===== src/rtl/bd_pin_loopback.sv =====
// Loopback stand-in for the Braindrop pins: pin2core words are buffered in a
// show-ahead FIFO and returned on core2pin as {output-order tag, payload}.
module bd_pin_loopback #(
  parameter int NUM_BITS_IN  = 21,
  parameter int NUM_BITS_OUT = 34,
  parameter int DEPTH        = 16
) (
  input  logic                      clk,
  input  logic                      reset,
  input  logic                      en,
  input  logic                      in_valid,
  input  logic [NUM_BITS_IN-1:0]    in_data,
  output logic                      in_ready,
  output logic                      out_valid,
  output logic [NUM_BITS_OUT-1:0]   out_data,
  input  logic                      out_ready,
  output logic [$clog2(DEPTH):0]    count,
  output logic [15:0]               words_seen
);
  localparam int TAG_BITS = NUM_BITS_OUT - NUM_BITS_IN;
  localparam int AW       = $clog2(DEPTH);
  localparam int CW       = AW + 1;

  logic [NUM_BITS_IN-1:0] r_mem [DEPTH];
  logic [AW-1:0]          r_wr_ptr, r_rd_ptr;
  logic [CW-1:0]          r_count;
  logic [TAG_BITS-1:0]    r_tag;
  logic                   r_in_ready;
  logic [15:0]            r_words_seen;

  logic                   w_push, w_pop, w_out_valid;
  logic [CW-1:0]          w_count_next;
  logic                   w_in_ready_next;

  assign w_out_valid = (r_count != '0);
  assign w_push      = in_valid & r_in_ready;
  assign w_pop       = w_out_valid & out_ready;

  always_comb begin
    w_count_next    = r_count + CW'(w_push) - CW'(w_pop);
    // Ready looks at post-update occupancy so a pop from full re-opens input next cycle.
    w_in_ready_next = en & (w_count_next < CW'(DEPTH));
  end

  always_ff @(posedge clk or posedge reset) begin
    if (reset) begin
      r_wr_ptr     <= '0;
      r_rd_ptr     <= '0;
      r_count      <= '0;
      r_tag        <= '0;
      r_in_ready   <= 1'b0;
      r_words_seen <= '0;
    end else begin
      r_count    <= w_count_next;
      r_in_ready <= w_in_ready_next;
      if (w_push) begin
        r_wr_ptr <= r_wr_ptr + AW'(1);
        if (r_words_seen != 16'hFFFF) r_words_seen <= r_words_seen + 16'd1;
      end
      if (w_pop) begin
        r_rd_ptr <= r_rd_ptr + AW'(1);
        r_tag    <= r_tag + TAG_BITS'(1);
      end
    end
  end

  // Storage carries no reset; contents are only observed while count != 0.
  always_ff @(posedge clk) begin
    if (w_push) r_mem[r_wr_ptr] <= in_data;
  end

  assign in_ready   = r_in_ready;
  assign out_valid  = w_out_valid;
  assign out_data   = {r_tag, r_mem[r_rd_ptr]};
  assign count      = r_count;
  assign words_seen = r_words_seen;
endmodule


===== config.mk =====
export PLATFORM = sky130hd
export DESIGN_NAME = bd_pin_loopback
export DESIGN_NICKNAME = d
export VERILOG_FILES = /design/src/rtl/bd_pin_loopback.sv
export SDC_FILE = /design/constraint.sdc
export NUM_CORES = 1
export LEC_CHECK = 0
export CAP_MARGIN = 20
export CORE_MARGIN = 4
export CORE_UTILIZATION = 45
export CTS_CLUSTER_DIAMETER = 60
export DETAILED_ROUTE_END_ITERATION = 16
export GPL_TIMING_DRIVEN = 0
export PLACE_DENSITY_LB_ADDON = 0.2
export SYNTH_ARGS = -nofsm -noshare
export SYNTH_HDL_FRONTEND = slang
export SYNTH_SLANG_ARGS = --single-unit

===== constraint.sdc =====
create_clock -name clk -period 5.63 [get_ports clk]
set_input_delay 1.689 -clock clk [delete_from_list [all_inputs] [get_ports clk]]
set_output_delay 1.689 -clock clk [all_outputs]
set_load 0.005 [all_outputs]

==> results of run 1 <==
-- registers in the layout, indices dropped and copies added (netlist names) --
register,flops
r_mem,336
words_seen,16
r_tag,13
count,5
r_rd_ptr,4
r_wr_ptr,4
in_ready,1
-- synthesized netlist by cell type (all sizes together) (2+ instances only) --
cell type,number
nor4,3
a21oi,2
xnor2,19
nor3b,2
nand2,40
nand3,8
nor2,8
or3,2
ha,13
mux4,84
xor2,14
nor2b,3
a22oi,42
and2,14
nand4,9
clkbuf,18
o21ai,2
dfrtp,43
edfxtp,336
mux2,4
buf,13
inv,16
and3,8
nor3,10
-- stage by stage --
step,worst slack (ps),total power [mW]
detailed placement,1100,5.86
global route,432,8.80
global placement,1230,5.76
CTS,548,8.49
finish,593,8.39
floorplan,2160,4.81
-- area by class of cell --
cell class	count	area, um^2	share of cell area
well taps	442	553	0.0310
repair buffers	98	1160	0.0651
clock inverters	21	236	0.0133
multi-input cells	298	3420	0.192
inverters	16	60.1	0.00337
clock buffers	50	1090	0.0611
flip-flops and latches	379	11200	0.626
plain buffers	31	143	0.00800
-- how the worst min path moves through the flow --
stage	from	endpoint	slack, ps	cells past startpoint
final	r_tag[12]$_DFFE_PP0P_	r_tag[12]$_DFFE_PP0P_	480	1
after detailed placement	r_tag[12]$_DFFE_PP0P_	r_tag[12]$_DFFE_PP0P_	460	1
after global placement	r_tag[12]$_DFFE_PP0P_	r_tag[12]$_DFFE_PP0P_	460	1
after CTS	r_tag[12]$_DFFE_PP0P_	r_tag[12]$_DFFE_PP0P_	480	1
after floorplan	r_tag[12]$_DFFE_PP0P_	r_tag[12]$_DFFE_PP0P_	460	1
after global routing	r_tag[12]$_DFFE_PP0P_	r_tag[12]$_DFFE_PP0P_	500	1
-- report_power, final --
group | leakage (nW) | internal (mW) | switching, mW | total, mW
Combinational | 1.82 | 1.23 | 1.17 | 2.40
Sequential | 3.56 | 3.23 | 0.136 | 3.37
Clock | 0.649 | 1.60 | 1.02 | 2.62
Total | 6.02 | 6.06 | 2.33 | 8.39
-- cells by family after synthesis --
logic type               count (synthesis)  share of synthesized area
AND/OR/NAND/NOR                        114                     0.0438
buffers and inverters                   47                     0.0137
multiplexers                            88                      0.131
adder cells (fa/ha/maj)                 14                     0.0124
flip-flops                             379                      0.755
XOR/XNOR                                33                     0.0195
AO/OA/AOI/OAI                           49                     0.0244
-- layer usage --
metal | global-route usage | up-vias | routed length [um]
met5 | 0 | - | 0
met4 | 0.0401 | 0 | 478
met3 | 0.0301 | 37 | 1630
met2 | 0.320 | 212 | 16500
met1 | 0.242 | 3865 | 13300
li1 | - | 3223 | -
-- critical path, cell delays in order, from the launching register on --
cell             delay, ps
dfrtp_1                390
buf_2                  180
buf_2                  330
clkbuf_1               700
mux4_2                 410
a22oi_1                210
nand2_1                130
clkdlybuf4s50_1        490
==> flow_summary.json, run 1 <==
{
  "status": "complete, no violations",
  "fp-row-count": 66,
  "initial_core_util": 0.456,
  "final_util": 0.549,
  "cts_hold_buf": 0,
  "synthTopCellsByArea": "edfxtp_1 68%, mux4_2 13%, dfrtp_1 7.3%",
  "postRouteAntennaNets": 0,
  "holdWs_ps": 477,
  "syn-num-nets": 764,
  "ys_types": 40,
  "hold_viol_final": 0,
  "root_buffer": "clkbuf_16",
  "reg2reg_setup_slack_ps": 2400,
  "die_h_um": 189,
  "drt-initial-drc-count": 584,
  "drive_gt1_frac": 0.211,
  "final.setup_skew_ps": 12.6,
  "syn_area_per_cell_um2": 20.4,
  "rr_endpoint": "count[4]$_DFF_PP0_",
  "io_pins": 83,
  "synth_top_area_share": 0.682,
  "drc": 0,
  "yosysWarnings": 0,
  "grtUsageTotal": 0.182,
  "h-tree-depth": 2,
  "drt_wl_total_um": 31900,
  "startpoint": "r_rd_ptr[1]$_DFFE_PP0P_",
  "placed_cells": 1264,
  "ys.flop_type": "edfxtp_1",
  "synth_top_area_cell": "edfxtp_1",
  "synthArstFlopShare": 0.113,
  "grt_pass1_vias": 7938,
  "maxCapViolations": 0,
  "dieWidth_um": 189,
  "antenna_found_initial": 0,
  "crit_path_start_kind": "flop",
  "cts_tree": "done",
  "grt_max_degree": 44,
  "syn_area_um2": 14800,
  "finalCritPeriodShare": 0.895,
  "cts.sinks": 379,
  "tns_ps": 0,
  "place_congestion": 0.810,
  "fill_cells": 2446,
  "dr.pass1.iters": 5,
  "grt_pass1_wl_um": 48600,
  "crit_path_max_fanout": 10,
  "syn2layout_area_growth_pct": 20.6,
  "stdcell_count": 1335,
  "ctsResizeCount": 0,
  "worstReg2RegStart": "count[3]$_DFF_PP0_",
  "mostFrequentLayoutCell": "edfxtp_1",
  "required_ps": 3940,
  "worstMarginPinSlew_ps": 930,
  "cts_buffer_depth": 3,
  "cts_setup_buffers": 0,
  "max_freq_mhz": 199,
  "port_buffers": 82,
  "mostFrequentLayoutCells": "336 x edfxtp_1, 84 x mux4_2, 82 x clkdlybuf4s50_1",
  "placed_cell_area_um2": 16500,
  "syn-instance-count": 724,
  "numCtsBuffers": 39,
  "vias_per_cell": 5.50,
  "synth_edf_count": 336,
  "clk_latency_ps": 520,
  "overflow": 0,
  "end_kind": "output port",
  "max_slew_margin": 0.380,
  "power_leakage_nw": 6.02,
  "period_needed_ps": 5040,
  "core_area_um2": 32500,
  "path_clk_slew_ps": 60,
  "drv_slew": 0,
  "endpoint": "out_data[19]",
  "worstPathArrival_ps": 3350,
  "finalNetCount": 903,
  "place_hpwl_um": 21100,
  "dieArea_um2": 35800,
  "reg2reg_depth": 14,
  "critPathKind": "flop to output port",
  "setup_viol": 0,
  "irDropWorstVdd_v": 0.000289,
  "num_vias": 7337,
  "rsz0062_at_grt": "false",
  "p_per_area_nw_per_um2": 470,
  "holdCritPathClass": "flop to flop",
  "wire_per_inst_um": 23.9,
  "synth-seq-cells": 379,
  "synth_seq_area_share": 0.755,
  "fin_area_um2": 17800,
  "num_antenna_cells": 0
}
Power figures use the tool's default switching activity.
==> run 2: changes to the inputs <==
Settings changed: CORE_ASPECT_RATIO from default to 0.9.
==> run 2 against run 1 <==
Worst setup slack got worse by 3.7 ps. Sequential share of layout area barely moved. Cell area barely moved. Largest cell class unchanged. Critical path depth did not move. Clock skew barely moved. First-iteration DRC count fell by 14%. Final cell count fell by 1.9%. Via count fell by 0.50%.
==> flow_summary.json, run 2 (same netlist as run 1, synthesis figures left out) <==
{
  "h-tree-depth": 2,
  "path_delay_family": "buffers and inverters",
  "hold_path_end": "r_tag[10]$_DFFE_PP0P_",
  "finalCritPeriodShare": 0.895,
  "drv_slew": 0,
  "cp_slowest_stage_delay_ps": 770,
  "vias_per_cell": 5.58,
  "regMostFlops": "r_mem",
  "tns_ps": 0,
  "fp-row-count": 62,
  "holdCritPathClass": "flop to flop",
  "period_needed_ps": 5040,
  "end_kind": "output port",
  "power_leakage_nw": 6.02,
  "reg2reg_depth": 14,
  "cp_slowest_cell": "clkbuf_1",
  "worstReg2RegStart": "count[2]$_DFF_PP0_",
  "hold_viol_final": 0,
  "dieArea_um2": 35800,
  "die_h_um": 180,
  "overflow": 0,
  "dr.pass1.iters": 7,
  "hold_depth": 1,
  "numCtsBuffers": 39,
  "crit_path_max_fanout": 10,
  "use_met3": 0.0389,
  "place_congestion": 0.813,
  "drt-initial-drc-count": 504,
  "p_per_area_nw_per_um2": 465,
  "rsz0062_at_grt": "false",
  "antenna_found_initial": 0,
  "cts.sinks": 379,
  "required_ps": 3940,
  "path_clk_slew_ps": 60,
  "core_area_um2": 32200,
  "placed_cell_area_um2": 16600,
  "fill_cells": 2382,
  "critPathBufInv": 4,
  "dieWidth_um": 199,
  "postRouteAntennaNets": 0,
  "maxCapViolations": 0,
  "irDropWorstVdd_v": 0.000288,
  "grt_max_degree": 44,
  "grt_pass1_wl_um": 48000,
  "grtUsageTotal": 0.178,
  "grtUsageMet1": 0.249,
  "io_pins": 83,
  "worstPathArrival_ps": 3350,
  "syn2layout_area_growth_pct": 20.6,
  "wire_per_inst_um": 24.1,
  "crit_chain": "buf_2 > buf_2 > clkbuf_1 > mux4_2 > a22oi_1 > nand2_1 > clkdlybuf4s50_1",
  "crit_path_start_kind": "flop",
  "rr_endpoint": "count[4]$_DFF_PP0_",
  "cts_buffer_depth": 3,
  "place_hpwl_um": 21000,
  "clk_latency_ps": 520,
  "ctsResizeCount": 0,
  "fin_area_um2": 17800,
  "num_vias": 7300,
  "max_freq_mhz": 198,
  "port_buffers": 82,
  "num_antenna_cells": 0,
  "grt_pass1_vias": 7861,
  "min_from": "r_tag[10]$_DFFE_PP0P_",
  "met2_usage": 0.292,
  "cts_setup_buffers": 0,
  "reg2reg_setup_slack_ps": 2440,
  "drc": 0,
  "cts_hold_buf": 0,
  "busiest_layer": "met2",
  "startpoint": "r_rd_ptr[1]$_DFFE_PP0P_",
  "max_slew_margin": 0.352,
  "status": "complete, no violations",
  "drt_wl_total_um": 31600,
  "setup_viol": 0,
  "root_buffer": "clkbuf_16",
  "largest_reg_flops": 336,
  "finalNetCount": 903,
  "stdcell_count": 1309,
  "mostFrequentLayoutCell": "edfxtp_1",
  "cts_tree": "done",
  "cpMostUsedCell": "buf_2",
  "critPathKind": "flop to output port",
  "drive_gt1_frac": 0.202,
  "worstMarginPinSlew_ps": 972,
  "final.setup_skew_ps": 12.1,
  "placed_cells": 1238,
  "initial_core_util": 0.459,
  "mostFrequentLayoutCells": "336 x edfxtp_1, 84 x mux4_2, 82 x clkdlybuf4s50_1"
}
==> run 2: layout make-up <==
class | count | area [um^2] | area share
repair buffers | 98 | 1260 | 0.0707
plain buffers | 31 | 143 | 0.00800
multi-input cells | 298 | 3420 | 0.192
clock inverters | 20 | 194 | 0.0109
inverters | 16 | 60.1 | 0.00337
clock buffers | 51 | 1070 | 0.0602
flip-flops and latches | 379 | 11200 | 0.626
well taps | 416 | 520 | 0.0292
==> run 2: how the worst max path moves through the flow <==
stage	endpoint	cells after the start	slack (ps)
after floorplan	count[4]$_DFF_PP0_	11	2160
after global placement	out_data[18]	7	1090
after detailed placement	out_data[18]	7	1090
after CTS	out_data[18]	7	510
after global routing	out_data[18]	7	420
final	out_data[18]	7	590
==> run 2: report_power, final <==
part | internal, mW | switching (mW)
Clock | 1.53 | 1.01
Combinational | 1.23 | 1.16
Sequential | 3.23 | 0.131
==> run 2: layer usage <==
metal | wire length, um | up-vias
met1 | 13400 | 3819
met4 | 505 | 0
met3 | 1920 | 41
li1 | - | 3233
met5 | 0 | -
met2 | 15800 | 207
==> run 2: metrics by stage <==
step	power, mW	util	setup slack, ps	hold WS, ps
4_1_cts	8.41	0.554	509	490
6_report	8.29	0.554	589	487
3_3_place_gp	5.78	0.501	1090	461
2_1_floorplan	4.81	-	2160	465
3_5_place_dp	5.86	0.515	1090	469
5_1_grt	8.70	0.554	416	505
==> run 2: worst reg2reg max path: cells and delay by family, from the launching register on <==
family,cells,cell delay [ps]
and+or+nand+nor,4,1040
adders and majority gates,4,980
DFF,1,400
buffers and inverters,4,370
AOI/OAI and AO/OA,2,270
